`config.mk`:
```
export PLATFORM = sky130hd
export DESIGN_NAME = gonso_sequencer_flat
export DESIGN_NICKNAME = d
export VERILOG_FILES = /design/src/rtl/gonso_sequencer_if.sv /design/src/rtl/gonso_sequencer.sv /design/src/flat_wrapper.sv
export SDC_FILE = /design/constraint.sdc
export NUM_CORES = 1
export LEC_CHECK = 0
export ABC_AREA = 1
export CORE_ASPECT_RATIO = 0.7
export CORE_UTILIZATION = 50
export CTS_BUF_LIST = sky130_fd_sc_hd__clkbuf_4
export DETAILED_ROUTE_END_ITERATION = 10
export GPL_TIMING_DRIVEN = 0
export PLACE_DENSITY = 0.74
export SYNTH_ARGS = -nofsm -noshare
export SYNTH_HDL_FRONTEND = slang
export SYNTH_SLANG_ARGS = --single-unit
```
`constraint.sdc`:
```
create_clock -name clk -period 2.2 [get_ports clk]
set_input_delay 0.22 -clock clk [delete_from_list [all_inputs] [get_ports clk]]
set_output_delay 0.22 -clock clk [all_outputs]
set_load 0.02 [all_outputs]
```
`src/rtl/gonso_sequencer_if.sv`:
```
// Memory read bus between gonso_sequencer (master) and the byte buffer (slave).
// rdata is valid the cycle after cs_n is low.
interface gonso_sequencer_if #(
  parameter int ASIZE = 32
);
  logic             cs_n;
  logic [ASIZE-1:0] addr;
  logic [7:0]       rdata;

  modport master (output cs_n, output addr, input rdata);
  modport slave  (input cs_n, input addr, output rdata);
endinterface

```
`src/rtl/gonso_sequencer.sv`:
```
// Serialises a memory buffer onto dout, repeated w_count times, at a prescaled bit rate.
// Define GONSO_SEQ_LSB_FIRST_EN to shift each byte LSB first instead of MSB first.
module gonso_sequencer #(
  parameter int ASIZE = 32,
  parameter int PSIZE = 32
) (
  input  logic             clk,
  input  logic             rst_n,
  input  logic             controller_en,
  input  logic [PSIZE-1:0] prescaler,
  input  logic             polarity,
  input  logic [3:0]       w_count,
  input  logic [ASIZE-1:0] w_first,
  input  logic [ASIZE-1:0] w_last,
  input  logic             start,
  output logic             progress,
  output logic             dout,
  output logic             bit_strobe,
  gonso_sequencer_if.master mem
);

  localparam logic [1:0] IDLE  = 2'd0;
  localparam logic [1:0] FETCH = 2'd1;
  localparam logic [1:0] LOAD  = 2'd2;
  localparam logic [1:0] SHIFT = 2'd3;

  localparam logic [ASIZE-1:0] ADDR_ONE = {{(ASIZE-1){1'b0}}, 1'b1};
  localparam logic [PSIZE-1:0] TICK_ONE = {{(PSIZE-1){1'b0}}, 1'b1};

  logic [1:0]       state_q, state_d;
  logic [ASIZE-1:0] addr_q, addr_d;
  logic [ASIZE-1:0] first_q, first_d;
  logic [ASIZE-1:0] last_q, last_d;
  logic [PSIZE-1:0] presc_q, presc_d;
  logic [PSIZE-1:0] tick_q, tick_d;
  logic [3:0]       pass_q, pass_d;
  logic [2:0]       bitIdx_q, bitIdx_d;
  logic [7:0]       shiftReg_q, shiftReg_d;
  logic             dout_q, dout_d;
  logic             strobe_q, strobe_d;
  logic             outBit;

  assign progress   = (state_q != IDLE);
  assign mem.cs_n   = (state_q != FETCH);
  assign mem.addr   = addr_q;
  assign dout       = dout_q;
  assign bit_strobe = strobe_q;

  always_comb begin
    state_d    = state_q;
    addr_d     = addr_q;
    first_d    = first_q;
    last_d     = last_q;
    presc_d    = presc_q;
    tick_d     = tick_q;
    pass_d     = pass_q;
    bitIdx_d   = bitIdx_q;
    shiftReg_d = shiftReg_q;
    if (!controller_en) begin
      state_d = IDLE;
    end else begin
      case (state_q)
        IDLE: begin
          if (start && (w_count != 4'd0)) begin
            first_d = w_first;
            last_d  = w_last;
            presc_d = prescaler;
            pass_d  = w_count;
            addr_d  = w_first;
            state_d = FETCH;
          end
        end
        FETCH: state_d = LOAD;
        LOAD: begin
          shiftReg_d = mem.rdata;
          tick_d     = '0;
          bitIdx_d   = 3'd0;
          state_d    = SHIFT;
        end
        SHIFT: begin
          if (tick_q == presc_q) begin
            tick_d = '0;
            if (bitIdx_q == 3'd7) begin
              // End of byte: advance within the pass, or start the next pass.
              if (addr_q != last_q) begin
                addr_d  = addr_q + ADDR_ONE;
                state_d = FETCH;
              end else begin
                pass_d = pass_q - 4'd1;
                if (pass_q != 4'd1) begin
                  addr_d  = first_q;
                  state_d = FETCH;
                end else begin
                  state_d = IDLE;
                end
              end
            end else begin
              bitIdx_d = bitIdx_q + 3'd1;
`ifdef GONSO_SEQ_LSB_FIRST_EN
              shiftReg_d = {1'b0, shiftReg_q[7:1]};
`else
              shiftReg_d = {shiftReg_q[6:0], 1'b0};
`endif
            end
          end else begin
            tick_d = tick_q + TICK_ONE;
          end
        end
        default: state_d = IDLE;
      endcase
    end
  end

  // Outputs are registered from next-state values so they line up with state_q.
`ifdef GONSO_SEQ_LSB_FIRST_EN
  assign outBit = shiftReg_d[0];
`else
  assign outBit = shiftReg_d[7];
`endif

  always_comb begin
    dout_d   = (state_d == SHIFT) ? (outBit ^ polarity) : polarity;
    strobe_d = (state_d == SHIFT) && (tick_d == '0);
  end

  always_ff @(posedge clk or negedge rst_n) begin
    if (!rst_n) begin
      state_q    <= IDLE;
      addr_q     <= '0;
      first_q    <= '0;
      last_q     <= '0;
      presc_q    <= '0;
      tick_q     <= '0;
      pass_q     <= 4'd0;
      bitIdx_q   <= 3'd0;
      shiftReg_q <= 8'd0;
      dout_q     <= 1'b0;
      strobe_q   <= 1'b0;
    end else begin
      state_q    <= state_d;
      addr_q     <= addr_d;
      first_q    <= first_d;
      last_q     <= last_d;
      presc_q    <= presc_d;
      tick_q     <= tick_d;
      pass_q     <= pass_d;
      bitIdx_q   <= bitIdx_d;
      shiftReg_q <= shiftReg_d;
      dout_q     <= dout_d;
      strobe_q   <= strobe_d;
    end
  end

endmodule

```
`src/flat_wrapper.sv`:
```
// flat-port wrapper written by rule: the top's interface ports become plain ports
module gonso_sequencer_flat 
#(
  parameter int ASIZE = 32,
  parameter int PSIZE = 32
)
  (clk, rst_n, controller_en, prescaler, polarity, w_count, w_first, w_last, start, progress, dout, bit_strobe, mem_cs_n, mem_addr, mem_rdata);
  gonso_sequencer_if #(.ASIZE(ASIZE)) mem_i ();
  input  logic clk;
  input  logic rst_n;
  input  logic controller_en;
  input  logic [PSIZE-1:0] prescaler;
  input  logic polarity;
  input  logic [3:0] w_count;
  input  logic [ASIZE-1:0] w_first;
  input  logic [ASIZE-1:0] w_last;
  input  logic start;
  output logic progress;
  output logic dout;
  output logic bit_strobe;
  output wire logic [$bits(mem_i.cs_n)-1:0] mem_cs_n;
  output wire logic [$bits(mem_i.addr)-1:0] mem_addr;
  input wire logic [$bits(mem_i.rdata)-1:0] mem_rdata;
  assign mem_cs_n = mem_i.cs_n;
  assign mem_addr = mem_i.addr;
  assign mem_i.rdata = mem_rdata;
  gonso_sequencer #(.ASIZE(ASIZE), .PSIZE(PSIZE)) u_core (.clk(clk), .rst_n(rst_n), .controller_en(controller_en), .prescaler(prescaler), .polarity(polarity), .w_count(w_count), .w_first(w_first), .w_last(w_last), .start(start), .progress(progress), .dout(dout), .bit_strobe(bit_strobe), .mem(mem_i));
endmodule
```
Word-level counts from Yosys, hierarchy flattened
Index checks and enable logic that the tools add are counted.
Widths: inputs -> output; s select.
Storage, ports and cells
  bits in registers: 179
  input port bits: 113
Cells by class
  multiplexer cells: 29
  eq/ne operators: 15
  bitwise logic cells: 1
  reductions and logical operators: 12
  add/sub/neg operators: 4
Operator list (number)
  $mux 32: 7
  $pmux 32 s2: 2
  $add 32x1->32 const B: 2
  $eq 32x32->1: 1
  $logic_not 32->1: 1
  $ne 32x32->1: 1
  $mux 8: 3
  $mux 4: 4
  $pmux 8 s2: 1
  $reduce_and 6->1: 2
  $mux 2: 5
  $ne 2x1->1 const B: 4
  $pmux 2 s4: 1
  $pmux 4 s2: 1
  $eq 2x2->1 const B: 3
  $mux 3: 2
  $pmux 3 s2: 1
  $reduce_bool 2->1: 3
  $ne 2x2->1 const B: 2
  $ne 4x1->1 const B: 1
  $reduce_and 4->1: 1
  $reduce_bool 4->1: 1
  $sub 4x1->4 const B: 1
  $add 3x1->3 const B: 1
  other kinds (8): 10

Longest topological paths before layout
  depth in word-level cells: 9
  gate-level depth with buffers: 16
  mapped depth without buffers: 16

Worst setup path before layout
Ideal clock, no wire load.
  path kind: register -> register
  start: register u_core.addr_q[1] (netlist: u_core.mem.addr[1])
  end: register u_core.addr_q[26] (netlist: u_core.mem.addr[26])
  cell stages (with the launch flop): 14
  arrival time: 2006 ps
  library setup time: 73 ps
  setup slack: 121 ps
  required time: 2127 ps
  clock period less this slack: 2079 ps
  path through: dfrtp_1 ha_1 nand3_2 nor2_2 nand4_1 nor2_2 nand2_1 nor2_2 nand2_1 nand2_1 inv_1 o21ai_0 o211ai_1 a21oi_2
Between the ends
  cells in the longest elaborated chain, start to end: 5
RTL lines
  start: declaration: line gonso_sequencer.sv:31  | logic [ASIZE-1:0] addr_q, addr_d;
  start signal: assignment: line gonso_sequencer.sv:141  | addr_q <= addr_d;
  $add 32x1->32 or $ne 32x32->1 (tied branches): line gonso_sequencer.sv:86, gonso_sequencer.sv:85
  $mux 32: line gonso_sequencer.sv:85  | if (addr_q != last_q) begin
  $mux 32: line gonso_sequencer.sv:83  | if (bitIdx_q == 3'd7) begin
  $mux 32: line gonso_sequencer.sv:81  | if (tick_q == presc_q) begin
  $pmux 32 s2: line gonso_sequencer.sv:62  | case (state_q)
Several ways; a longest one is shown, not always the timed one. The select of a mux whose other input is x is not followed.
A chain may end at the register's enable or synchronous reset.

Worst setup path after layout
  start: register u_core.addr_q[11] (netlist: u_core.mem.addr[11])
  end: register u_core.addr_q[29] (netlist: u_core.mem.addr[29])
The elaborated chain is that of the path after synthesis.

==> impl_metrics.yaml <==
placed_design:
  dp_cells: 1707
  dpl_cell_area_um2: 12100
  dpl.hpwl_um: 24000
  globalplace.congestion: 0.953
  port_buffers: 147
synth:
  mappedNetlistNets: 1408
  synthesis.area_per_instance_um2: 8.00
  ys_seq_area_frac: 0.435
  synth.cell_area_um2: 10300
  number_of_flops_mapped_to_enable_cells_by_yosys: 0
  post-synth-top-area-cell: "sky130_fd_sc_hd__dfrtp_1"
  yosysWarnings: 0
  ys_seq_elements: 179
  synth_cell_types: 46
  syn-instance-count: 1289
  ys_top_cells_by_area: "sky130_fd_sc_hd__dfrtp_1, sky130_fd_sc_hd__nand2_1, sky130_fd_sc_hd__mux2_2, sky130_fd_sc_hd__nor2_1, sky130_fd_sc_hd__xnor2_1"
  synth_top_flop_cell: "sky130_fd_sc_hd__dfrtp_1"
  async_flop_share: 1.00
  netlist.area_leader.share: 0.435
clocking:
  cts_tree: "done"
  clock_pin_slew_worst_setup_and_hold_paths_ns: 0.15
  cts.htree.levels: 4
  clock_tree.buffer_depth: 2
  cts-root-buf: "sky130_fd_sc_hd__clkbuf_4"
  cts_num_sinks: 179
  cts_buffers: 17
  clk-insertion-delay-late_ns: 0.63
layout:
  final_design_area_no_fill_um2: 13400
  post_synthesis_to_final_layout_area_growth_pct: 29.6
  post_route_cells_drive_above_1_share: 0.208
  fin_cells: 1794
  ff_latch_area_um2: 4520
  multi_input_area_um2: 5320
  final_net_count: 1629
  fillerInstances: 1716
sta:
  rsz0062_at_grt: "yes"
  timing.final.ws_setup_ns: -0.101
  final-setup-viol-count: 32
  number_of_hold_slack_violations_in_the_final_timing_report: 0
  final_min_period_over_clock_period: 1.05
  totalNegativeSetupSlack_ns: -1.51
  worst_clock_skew_ns: 0.0249
  hold_slack_ns: 0.168
  timing_max_transition_violations_final: 0
  max_freq_mhz: 435
  period_needed_ns: 2.30
  maxSlewHeadroom: 0.392
  worst_max_slew_pin_slew_ns: 0.913
route:
  dr.first_iter.drc_count: 1188
  route.detailed.wl_per_inst_um: 18.4
  detail-route-antenna-nets: 0
  post_drt_via_cell_ratio: 5.48
  num_vias: 9840
  wirelength_um: 32900
  drcViolationCount: 0
  drt_first_pass_iters: 6
run_status:
  violations: "negative setup slack"
  outcome: "finished, violations left"
worst_setup_path:
  cp.required_ns: 2.71
  critical_path_class: "reg2reg"
  crit_path_max_fanout: 7
  arrival_ns: 2.81
  critPathLaunchType: "flop"
  nature_of_the_critical_path_endpoint: "flop"
worst_hold_path:
  worst_hold_path_type: "in2async"
pwr:
  power_leakage_nw: 6.02
  intPower_mw: 7.16
  ir_drop_uv: 520
  sequentialPowerShare: 0.446
  power.switching_mw: 4.24
  power.share.combinational: 0.356
  pwr-share-clk: 0.197
  power-per-cell-area_nw_per_um2: 853
  power.share.switching: 0.372
global_route:
  grt_usage: 0.319
  via_count_of_the_first_global_routing_pass: 9007
  largest_net_degree_at_the_start_of_global_routing: 95
  overflow: 0
  antenna_found_initial: 1
  wire_length_of_the_first_global_routing_pass_um: 50900
die:
  initial_core_util: 0.515
  rows: 43
  design.die.area_um2: 21200
  fp.dieW_um: 174
  io_pins: 149
  coreArea_um2: 20000
  die_h_um: 122
flow_run:
  drv.max_cap_violation_count: 0
==> final timing paths <==
path | startpoint | end | slack, ns | cells after the start
max | u_core.mem.addr[11]$_DFFE_PN0P_ | u_core.mem.addr[29]$_DFFE_PN0P_ | -0.10 | 10
min | rst_n | u_core.shiftReg_q[2]$_DFFE_PN0P_ | 0.17 | 2
max reg2reg | u_core.mem.addr[11]$_DFFE_PN0P_ | u_core.mem.addr[29]$_DFFE_PN0P_ | -0.10 | 10
min reg2reg | u_core.first_q[11]$_DFFE_PN0P_ | u_core.first_q[11]$_DFFE_PN0P_ | 0.51 | 2
max in group asynchronous | rst_n | u_core.tick_q[19]$_DFF_PN0_ | 1.07 | 3
min in group clk | w_first[7] | u_core.first_q[7]$_DFFE_PN0P_ | 0.17 | 3
==> sequential cells by signal, indices dropped and copies added, names as in the netlist <==
signal and flops:
u_core.bitIdx_q 3, u_core.shiftReg_q 8, u_core.last_q 32, u_core.mem.addr 32, u_core.state_q 2, u_core.bit_strobe 1, u_core.pass_q 4, u_core.presc_q 32
u_core.first_q 32, u_core.dout 1, u_core.tick_q 32
==> routing by layer <==
metal	global-route usage	part of all wire
met3	0.116	0.12
met5	0	0
met1	0.490	0.47
met4	0.0696	0.012
met2	0.419	0.39
==> critical path, cell delays in order, from the launching register on <==
cell                      delay [ns]
sky130_fd_sc_hd__dfrtp_1        0.42
sky130_fd_sc_hd__buf_2          0.20
sky130_fd_sc_hd__xnor2_1        0.16
sky130_fd_sc_hd__nand4_1        0.20
sky130_fd_sc_hd__nor3_4         0.27
sky130_fd_sc_hd__nand2_4        0.15
sky130_fd_sc_hd__o21ai_4        0.32
sky130_fd_sc_hd__inv_4          0.12
sky130_fd_sc_hd__buf_8          0.16
sky130_fd_sc_hd__nor2_1         0.12
sky130_fd_sc_hd__a21oi_2        0.04
==> power groups by stage <==
stage / Sequential [mW] / Clock (mW) / Combinational [mW]
after floorplan: 4.99 / 0 / 2.15
after CTS: 5.02 / 2.26 / 3.81
after detailed placement: 5.06 / 0 / 3.62
final: 5.09 / 2.25 / 4.06
after global routing: 5.18 / 2.41 / 4.43
after global placement: 5.04 / 0 / 3.50
==> stage by stage <==
step	setup slack, ns	utilization	power (mW)
after global placement	-6.65	0.605	8.54
after global routing	-0.160	0.667	12.0
final	-0.101	0.667	11.4
after CTS	-0.111	0.649	11.1
after detailed placement	-0.545	0.607	8.68
after floorplan	0.121	-	7.14
==> placed cells by master (no fill, tap or decap), types with 4 or more instances in the layout <==
master                              n
sky130_fd_sc_hd__nand2_1          369
sky130_fd_sc_hd__dfrtp_1          149
sky130_fd_sc_hd__clkdlybuf4s50_1  146
sky130_fd_sc_hd__nor2_1           114
sky130_fd_sc_hd__inv_1            101
sky130_fd_sc_hd__o21ai_0           61
sky130_fd_sc_hd__mux2_2            61
sky130_fd_sc_hd__buf_4             58
sky130_fd_sc_hd__xnor2_1           44
sky130_fd_sc_hd__xor2_1            40
sky130_fd_sc_hd__nand3_1           36
sky130_fd_sc_hd__dfrtp_2           30
sky130_fd_sc_hd__nand4_1           28
sky130_fd_sc_hd__a21oi_1           24
sky130_fd_sc_hd__o22ai_1           19
sky130_fd_sc_hd__o21ai_1           18
sky130_fd_sc_hd__clkbuf_4          18
sky130_fd_sc_hd__nor2_2            17
sky130_fd_sc_hd__buf_2             16
sky130_fd_sc_hd__nor3_1            15
sky130_fd_sc_hd__inv_2             14
sky130_fd_sc_hd__buf_6             10
sky130_fd_sc_hd__a21oi_2            9
sky130_fd_sc_hd__nor2_4             8
sky130_fd_sc_hd__clkbuf_2           8
sky130_fd_sc_hd__clkbuf_1           8
sky130_fd_sc_hd__a32o_1             6
sky130_fd_sc_hd__xnor2_2            5
sky130_fd_sc_hd__nand2_2            5
sky130_fd_sc_hd__buf_8              5
sky130_fd_sc_hd__bufinv_16          5
sky130_fd_sc_hd__nand2_4            4
sky130_fd_sc_hd__o21ai_2            4
sky130_fd_sc_hd__or2_2              4
sky130_fd_sc_hd__o211ai_1           4
sky130_fd_sc_hd__ha_1               4
==> kinds of logic after synthesis <==
group / count (synthesis) / synth area share
fa+ha+maj: 6 / 0.00728
buf+inv: 176 / 0.0732
compound gates: 157 / 0.0904
mux: 61 / 0.0666
flops: 179 / 0.435
xor+xnor: 89 / 0.0756
simple gates: 621 / 0.252
==> cell usage after synthesis (3+ instances only) <==
cell,count
sky130_fd_sc_hd__o21ai_1,12
sky130_fd_sc_hd__nor2_1,127
sky130_fd_sc_hd__o22ai_1,19
sky130_fd_sc_hd__o211ai_1,4
sky130_fd_sc_hd__nor2_2,11
sky130_fd_sc_hd__ha_1,6
sky130_fd_sc_hd__nor3_1,17
sky130_fd_sc_hd__nor4_1,5
sky130_fd_sc_hd__buf_4,7
sky130_fd_sc_hd__clkbuf_2,3
sky130_fd_sc_hd__a21oi_1,24
sky130_fd_sc_hd__inv_2,6
sky130_fd_sc_hd__dfrtp_1,179
sky130_fd_sc_hd__nand2_2,4
sky130_fd_sc_hd__xor2_1,40
sky130_fd_sc_hd__clkbuf_1,17
sky130_fd_sc_hd__nand4_1,28
sky130_fd_sc_hd__buf_2,25
sky130_fd_sc_hd__nand3_1,39
sky130_fd_sc_hd__nand2_1,374
sky130_fd_sc_hd__mux2_2,61
sky130_fd_sc_hd__buf_6,4
sky130_fd_sc_hd__a21oi_2,12
sky130_fd_sc_hd__or2_2,4
sky130_fd_sc_hd__o21ai_0,71
sky130_fd_sc_hd__a32o_1,6
sky130_fd_sc_hd__inv_1,112
sky130_fd_sc_hd__xnor2_1,49
==> repair_timing <==
action                                  in CTS  in global routing
hold buffers                                 2                  0
gates cloned                                 2                  1
hold endpoints to repair                    88                  0
buffers inserted                            31                 25
endpoints found under the setup margin      51                118
pin swaps                                   12                 35
gates resized for setup                     63                 85
==> layout make-up <==
cell class                      count  share of cell area
Timing Repair Buffer              208               0.153
Buffer                             51              0.0253
Clock inverter                     14              0.0157
Tap cell                          270              0.0253
Sequential cell                   179               0.338
Multi-Input combinational cell    934               0.398
Antenna cell                        1            0.000187
Inverter                          119              0.0344
Clock buffer                       18              0.0101
No activity file was read; power rests on OpenSTA's default activity.
